[src/rtl/sum_9bit_sm.sv]
// Registered 9-bit sign-magnitude adder/subtractor with one-cycle latency.
// Define SUM9_SATURATE_EN to saturate on magnitude overflow; otherwise the magnitude wraps.
module sum_9bit_sm (
  input  logic       clk,
  input  logic       rst_n,
  input  logic       in_valid,
  input  logic       sub,
  input  logic [8:0] inputA,
  input  logic [8:0] inputB,
  output logic [8:0] out,
  output logic       out_valid,
  output logic       overflow
);

  localparam int unsigned MAG_W = 8;

  logic [MAG_W-1:0] w_mag_a;
  logic [MAG_W-1:0] w_mag_b;
  logic             w_sign_a;
  logic             w_sign_b;
  logic [MAG_W:0]   w_sum;
  logic [MAG_W-1:0] w_mag;
  logic             w_sign;
  logic             w_ovf;

  assign w_mag_a  = inputA[MAG_W-1:0];
  assign w_mag_b  = inputB[MAG_W-1:0];
  // A zero-magnitude operand counts as +0 regardless of its sign bit
  assign w_sign_a = inputA[MAG_W] & (|w_mag_a);
  assign w_sign_b = (inputB[MAG_W] ^ sub) & (|w_mag_b);
  assign w_sum    = (MAG_W+1)'(w_mag_a) + (MAG_W+1)'(w_mag_b);

  always_comb begin
    w_mag  = '0;
    w_sign = 1'b0;
    w_ovf  = 1'b0;
    if (w_sign_a == w_sign_b) begin
      w_sign = w_sign_a;
      w_ovf  = w_sum[MAG_W];
`ifdef SUM9_SATURATE_EN
      w_mag  = w_sum[MAG_W] ? {MAG_W{1'b1}} : w_sum[MAG_W-1:0];
`else
      w_mag  = w_sum[MAG_W-1:0];
`endif
    end else if (w_mag_a > w_mag_b) begin
      w_mag  = w_mag_a - w_mag_b;
      w_sign = w_sign_a;
    end else if (w_mag_b > w_mag_a) begin
      w_mag  = w_mag_b - w_mag_a;
      w_sign = w_sign_b;
    end
    // Never emit -0, including a wrapped zero
    if (w_mag == '0) begin
      w_sign = 1'b0;
    end
  end

  always_ff @(posedge clk or negedge rst_n) begin
    if (!rst_n) begin
      out       <= '0;
      out_valid <= 1'b0;
      overflow  <= 1'b0;
    end else begin
      out_valid <= in_valid;
      if (in_valid) begin
        out      <= {w_sign, w_mag};
        overflow <= w_ovf;
      end
    end
  end

endmodule

[config.mk]
export PLATFORM = sky130hd
export DESIGN_NAME = sum_9bit_sm
export DESIGN_NICKNAME = d
export VERILOG_FILES = /design/src/rtl/sum_9bit_sm.sv
export SDC_FILE = /design/constraint.sdc
export NUM_CORES = 1
export LEC_CHECK = 0
export ABC_AREA = 1
export CAP_MARGIN = 0
export CORE_UTILIZATION = 30
export DETAILED_ROUTE_END_ITERATION = 8
export GPL_TIMING_DRIVEN = 0
export HOLD_SLACK_MARGIN = 0.08
export SLEW_MARGIN = 20
export SYNTH_ARGS = -nofsm -noshare
export SYNTH_HDL_FRONTEND = slang
export SYNTH_SLANG_ARGS = --single-unit
export TNS_END_PERCENT = 100
[constraint.sdc]
create_clock -name clk -period 1.5 [get_ports clk]
set_input_delay 0.225 -clock clk [delete_from_list [all_inputs] [get_ports clk]]
set_output_delay 0.225 -clock clk [all_outputs]
set_load 0.005 [all_outputs]
Word-level counts from Yosys, hierarchy flattened
Index checks and enable logic that the tools add are counted.

cells by class
  bitwise logic cells = 3
  mux-type cells = 8
  magnitude comparators = 2
  eq/ne operators = 1
  add/subtract/negate cells = 3
  reductions and logical operators = 3

operators with widths
  kind                                    number
  8-bit two-way mux                       3
  8-bit > comparator                      2
  8-bit OR reduction                      2
  8-bit subtractor                        2
  8-bit by 8-bit adder with 9-bit output  1
  8-bit logical NOT                       1
  1-bit two-way mux                       5
  1-bit AND                               2
  1-bit == test                           1
  1-bit bitwise XOR                       1

storage, ports and cells
  register bits = 11
  logic and storage cells = 23
  output and inout port bits = 11
  input port bits = 22

Longest topological paths before layout
  depth in word-level cells = 6
  mapped depth = 19
  gate-level depth less buffers = 18

Worst setup path before layout
Ideal clock, no wire load.

  kind = in2reg
  start = input port inputA[0]
  end = register out[8]
  setup time = 0.116 ns
  buffers on the path = 0
  arrival time = 1.816 ns
  slack = -0.432 ns
  required time = 1.384 ns
  stages on the path = 18
  cells stage by stage = inv_1 > ha_1 > inv_1 > fa_1 > nand2_1 > nand3_1 > nand3_2 > nand2_4 > nand2_4 > inv_1 > nand2_1 > nand3_1 > nand2_1 > nand2_1 > nor2_1 > nand2_1 > nand2_1 > nand2_1

on the way
  word-level cells in the longest chain between the ends = 6
  elaborated cells between the ends (all ways) = 16
  classes of those cells = add/sub: 3; order compare: 2; eq/ne: 1; mux: 7; bitwise: 1; reduce/logical: 2

RTL lines
  item                                                       line    text
  from (decl)                                                8       input logic [8:0] inputA,
  8-bit subtractor, or another cell as far along             49      w_mag = w_mag_b - w_mag_a;
  8-bit two-way mux / 1-bit AND (equally long branches)      48, 29
  8-bit two-way mux / 1-bit == test (equally long branches)  45, 37
  8-bit two-way mux                                          37      if (w_sign_a == w_sign_b) begin
  8-bit logical NOT                                          53      if (w_mag == '0) begin
  1-bit two-way mux (*)                                      53
  to (signal assigned)                                       66      out <= {w_sign, w_mag};
  to (decl)                                                  10      output logic [8:0] out,

Every way passes the cells marked *; elsewhere a longest branch is shown, timed or not.
A chain may end at the register's enable or synchronous reset.

Final worst setup path
  start = input port inputB[0]
  end = register out[8]

on the way
  word-level cells in the longest chain between the ends = 6
  elaborated cells between the ends (all ways) = 16
  classes of those cells = add/sub: 3; order compare: 2; eq/ne: 1; mux: 7; bitwise: 1; reduce/logical: 2

RTL lines
  item                                                           line    text
  from (decl)                                                    9       input logic [8:0] inputB,
  8-bit subtractor, or another cell as far along                 49
  8-bit two-way mux / 1-bit AND (equally long branches)          48, 30
  8-bit two-way mux, or another cell as far along                45      end else if (w_mag_a > w_mag_b) begin
  8-bit two-way mux / 1-bit two-way mux (equally long branches)  37, 45
  8-bit logical NOT / 1-bit two-way mux (equally long branches)  53, 37
  1-bit two-way mux (*)                                          53

Marks and branches as above.

==> impl_metrics.json <==
{
  "stdcell_area_mm2": 0.00295,
  "timing.rr.end": "out[7]",
  "nNetsFinal": 437,
  "htreeDepth": 1,
  "reg2reg_from": "out[7]",
  "status": "finished, violations left",
  "netlist_area_mm2": 0.00189,
  "relSlewSlack_pct": 68.2,
  "cts_root_buffer": "clkbuf_8",
  "cp-start-kind": "input port",
  "ys_seq_area_share_pct": 14.5,
  "setup_violations": 10,
  "path_class": "input port to flop",
  "die_h_um": 81.5,
  "irDropWorstVdd_v": 0.000516,
  "vias_per_cell": 4.47,
  "setup_ws_ns": -0.340,
  "io_pins": 33,
  "period_minus_slack_ns": 1.84,
  "gr-total-overflow": 0,
  "ys_ff_latch": 11,
  "critPathMaxFanout": 7,
  "drive_gt1_share_pct": 34.6,
  "grt_pass1_vias": 1943,
  "fp-row-count": 28,
  "die_area_mm2": 0.00664,
  "cap_violations": 0,
  "cp.arrival_ns": 1.96,
  "end_kind": "flop",
  "place.gp.congestion": 0.840,
  "place.detailed.hpwl_um": 4040,
  "avgSynthCellArea_um2": 5.96,
  "tightest_slew_ns": 0.476,
  "synth_nets": 367,
  "grt_pass1_wl_um": 8470,
  "cp-endpoint": "out[8]",
  "vias": 2063,
  "power_density_mw_per_mm2": 626,
  "violations": "setup timing",
  "final_core_util_pct": 49.2,
  "holdWs_ns": 0.323,
  "initial_utilization_pct": 31.6,
  "finClkSkew_ns": 0,
  "setup.reg_to_reg.worst_slack_ns": 0.84,
  "final_cell_mix": "nand2_1 (100), inv_1 (42), buf_4 (31)",
  "p_total_uw": 1850,
  "firstDrtPassIters": 4,
  "drc_errors": 0,
  "setup_tns_ns": -2.46,
  "final.fill_count": 626,
  "coreArea_mm2": 0.00599,
  "place_area_mm2": 0.00239,
  "final-hold-violation-count": 0,
  "r2r_cells": 2,
  "max-clock-path-buffers": 2,
  "grt_max_degree": 12,
  "rsz0062_at_grt": "true",
  "drt_iter0_drc": 69,
  "clock_sinks": 11,
  "ant_nets": 0,
  "yosys_warnings": 0,
  "cts_made_buffers": 3,
  "syn2layout_area_growth_pct": 55.5,
  "p_leak_uw": 0.00150,
  "critical_path_required_ns": 1.62,
  "die_width_um": 81.5,
  "slew_viol_final": 0,
  "min_path_type": "input port to async pin",
  "wl_per_cell_um": 11.3,
  "cts_tree": "yes",
  "clk_latency_ns": 0.23,
  "synthCells": 318,
  "min_period_over_period_pct": 123,
  "antenna_found_initial": 0,
  "max_freq_mhz": 544,
  "io_buffers": 32,
  "yosysUniqueCellTypes": 27,
  "path_clk_slew_ns": 0.05,
  "wirelength_um": 5230,
  "grtUsageTotal_pct": 16.3,
  "layout_commonest_cell": "nand2_1",
  "n_antenna_cell": 0,
  "crit_path_start": "inputB[0]"
}
critical path, stage by stage:
cell and delay (ns):
buf_6 0.12, inv_4 0.05, ha_4 0.11, inv_2 0.04, fa_2 0.37, nand3_2 0.08
nand3_2 0.09, nand2_1 0.09, nand2_2 0.08, nand2_4 0.09, nor2_4 0.07, nand2_1 0.06
nand3_1 0.08, nand2_2 0.10, nand2_2 0.06, nor2_2 0.09, nand2_1 0.05, nand2_1 0.05
nand2_1 0.05
state kept, by name (all words and copies together), names as in the netlist:
name       count
out            9
out_valid      1
overflow       1
worst min-delay path by stage:
stage                      start  slack (ns)     end
after floorplan            rst_n       -0.07  out[0]
after global placement    out[8]        0.46  out[8]
after detailed placement  out[8]        0.47  out[8]
after CTS                  rst_n        0.35  out[8]
after global routing       rst_n        0.37  out[4]
final                      rst_n        0.32  out[2]
power breakdown:
part           switching, µW  internal (µW)  total, µW
sequential              26.4            349        375
clock                   97.8            185        283
combinational            618            569       1190
total                    742           1100       1850
Yosys cell counts (all sizes together):
cell type  number  share of area (%)
a21oi           9                2.6
a31oi           1               0.33
buf             5                2.0
clkbuf          1               0.20
dfrtp          11                 15
fa              3                3.2
ha             24                 16
inv            57                 11
nand2         121                 25
nand3          30                8.5
nand4           3                1.3
nor2           30                6.7
o21ai          12                3.2
o21bai          1               0.40
o22ai           1               0.33
or2             1               0.33
xnor2           1               0.46
xor2            7                3.2
per-stage QoR:
stage	cells	setup slack, ns
2_1_floorplan	318	-0.299
3_5_place_dp	425	-1.33
5_1_grt	462	-0.489
6_report	462	-0.340
3_3_place_gp	425	-1.34
4_1_cts	451	-0.328
layout make-up:
type / instances / area [µm²] / area share, %
Clock buffer: 4 / 45.0 / 1.53
Buffer: 6 / 60.1 / 2.04
Tap cell: 75 / 93.8 / 3.19
Sequential cell: 11 / 275 / 9.35
Inverter: 57 / 239 / 8.11
Timing Repair Buffer: 65 / 552 / 18.7
Multi-Input combinational cell: 244 / 1680 / 57.1
cells by family (layout without fill, tap and decap cells):
kind of cell	after synthesis	in the layout	share of synthesized area, %
simple gates	185	185	42.3
fa+ha+maj	27	27	19.0
xor+xnor	8	8	3.70
flops	11	11	14.5
compound gates	24	24	6.80
buf+inv	63	132	13.7
per-layer routing:
layer / share of wire, % / up-vias / global-route usage (%)
met5: 0 / - / 0
met1: 47 / 882 / 21.2
met4: 3.2 / 0 / 5.18
met3: 3.2 / 18 / 0.778
li1: - / 1106 / -
met2: 46 / 57 / 28.7
timing repair:
item / CTS / global route
pin swaps: 26 / 41
hold buffers: 0 / 0
resized for setup: 116 / 32
gates cloned: 1 / 0
buffers inserted: 21 / 11
setup endpoints to repair: 10 / 10
(Power assumes the default switching activity.)
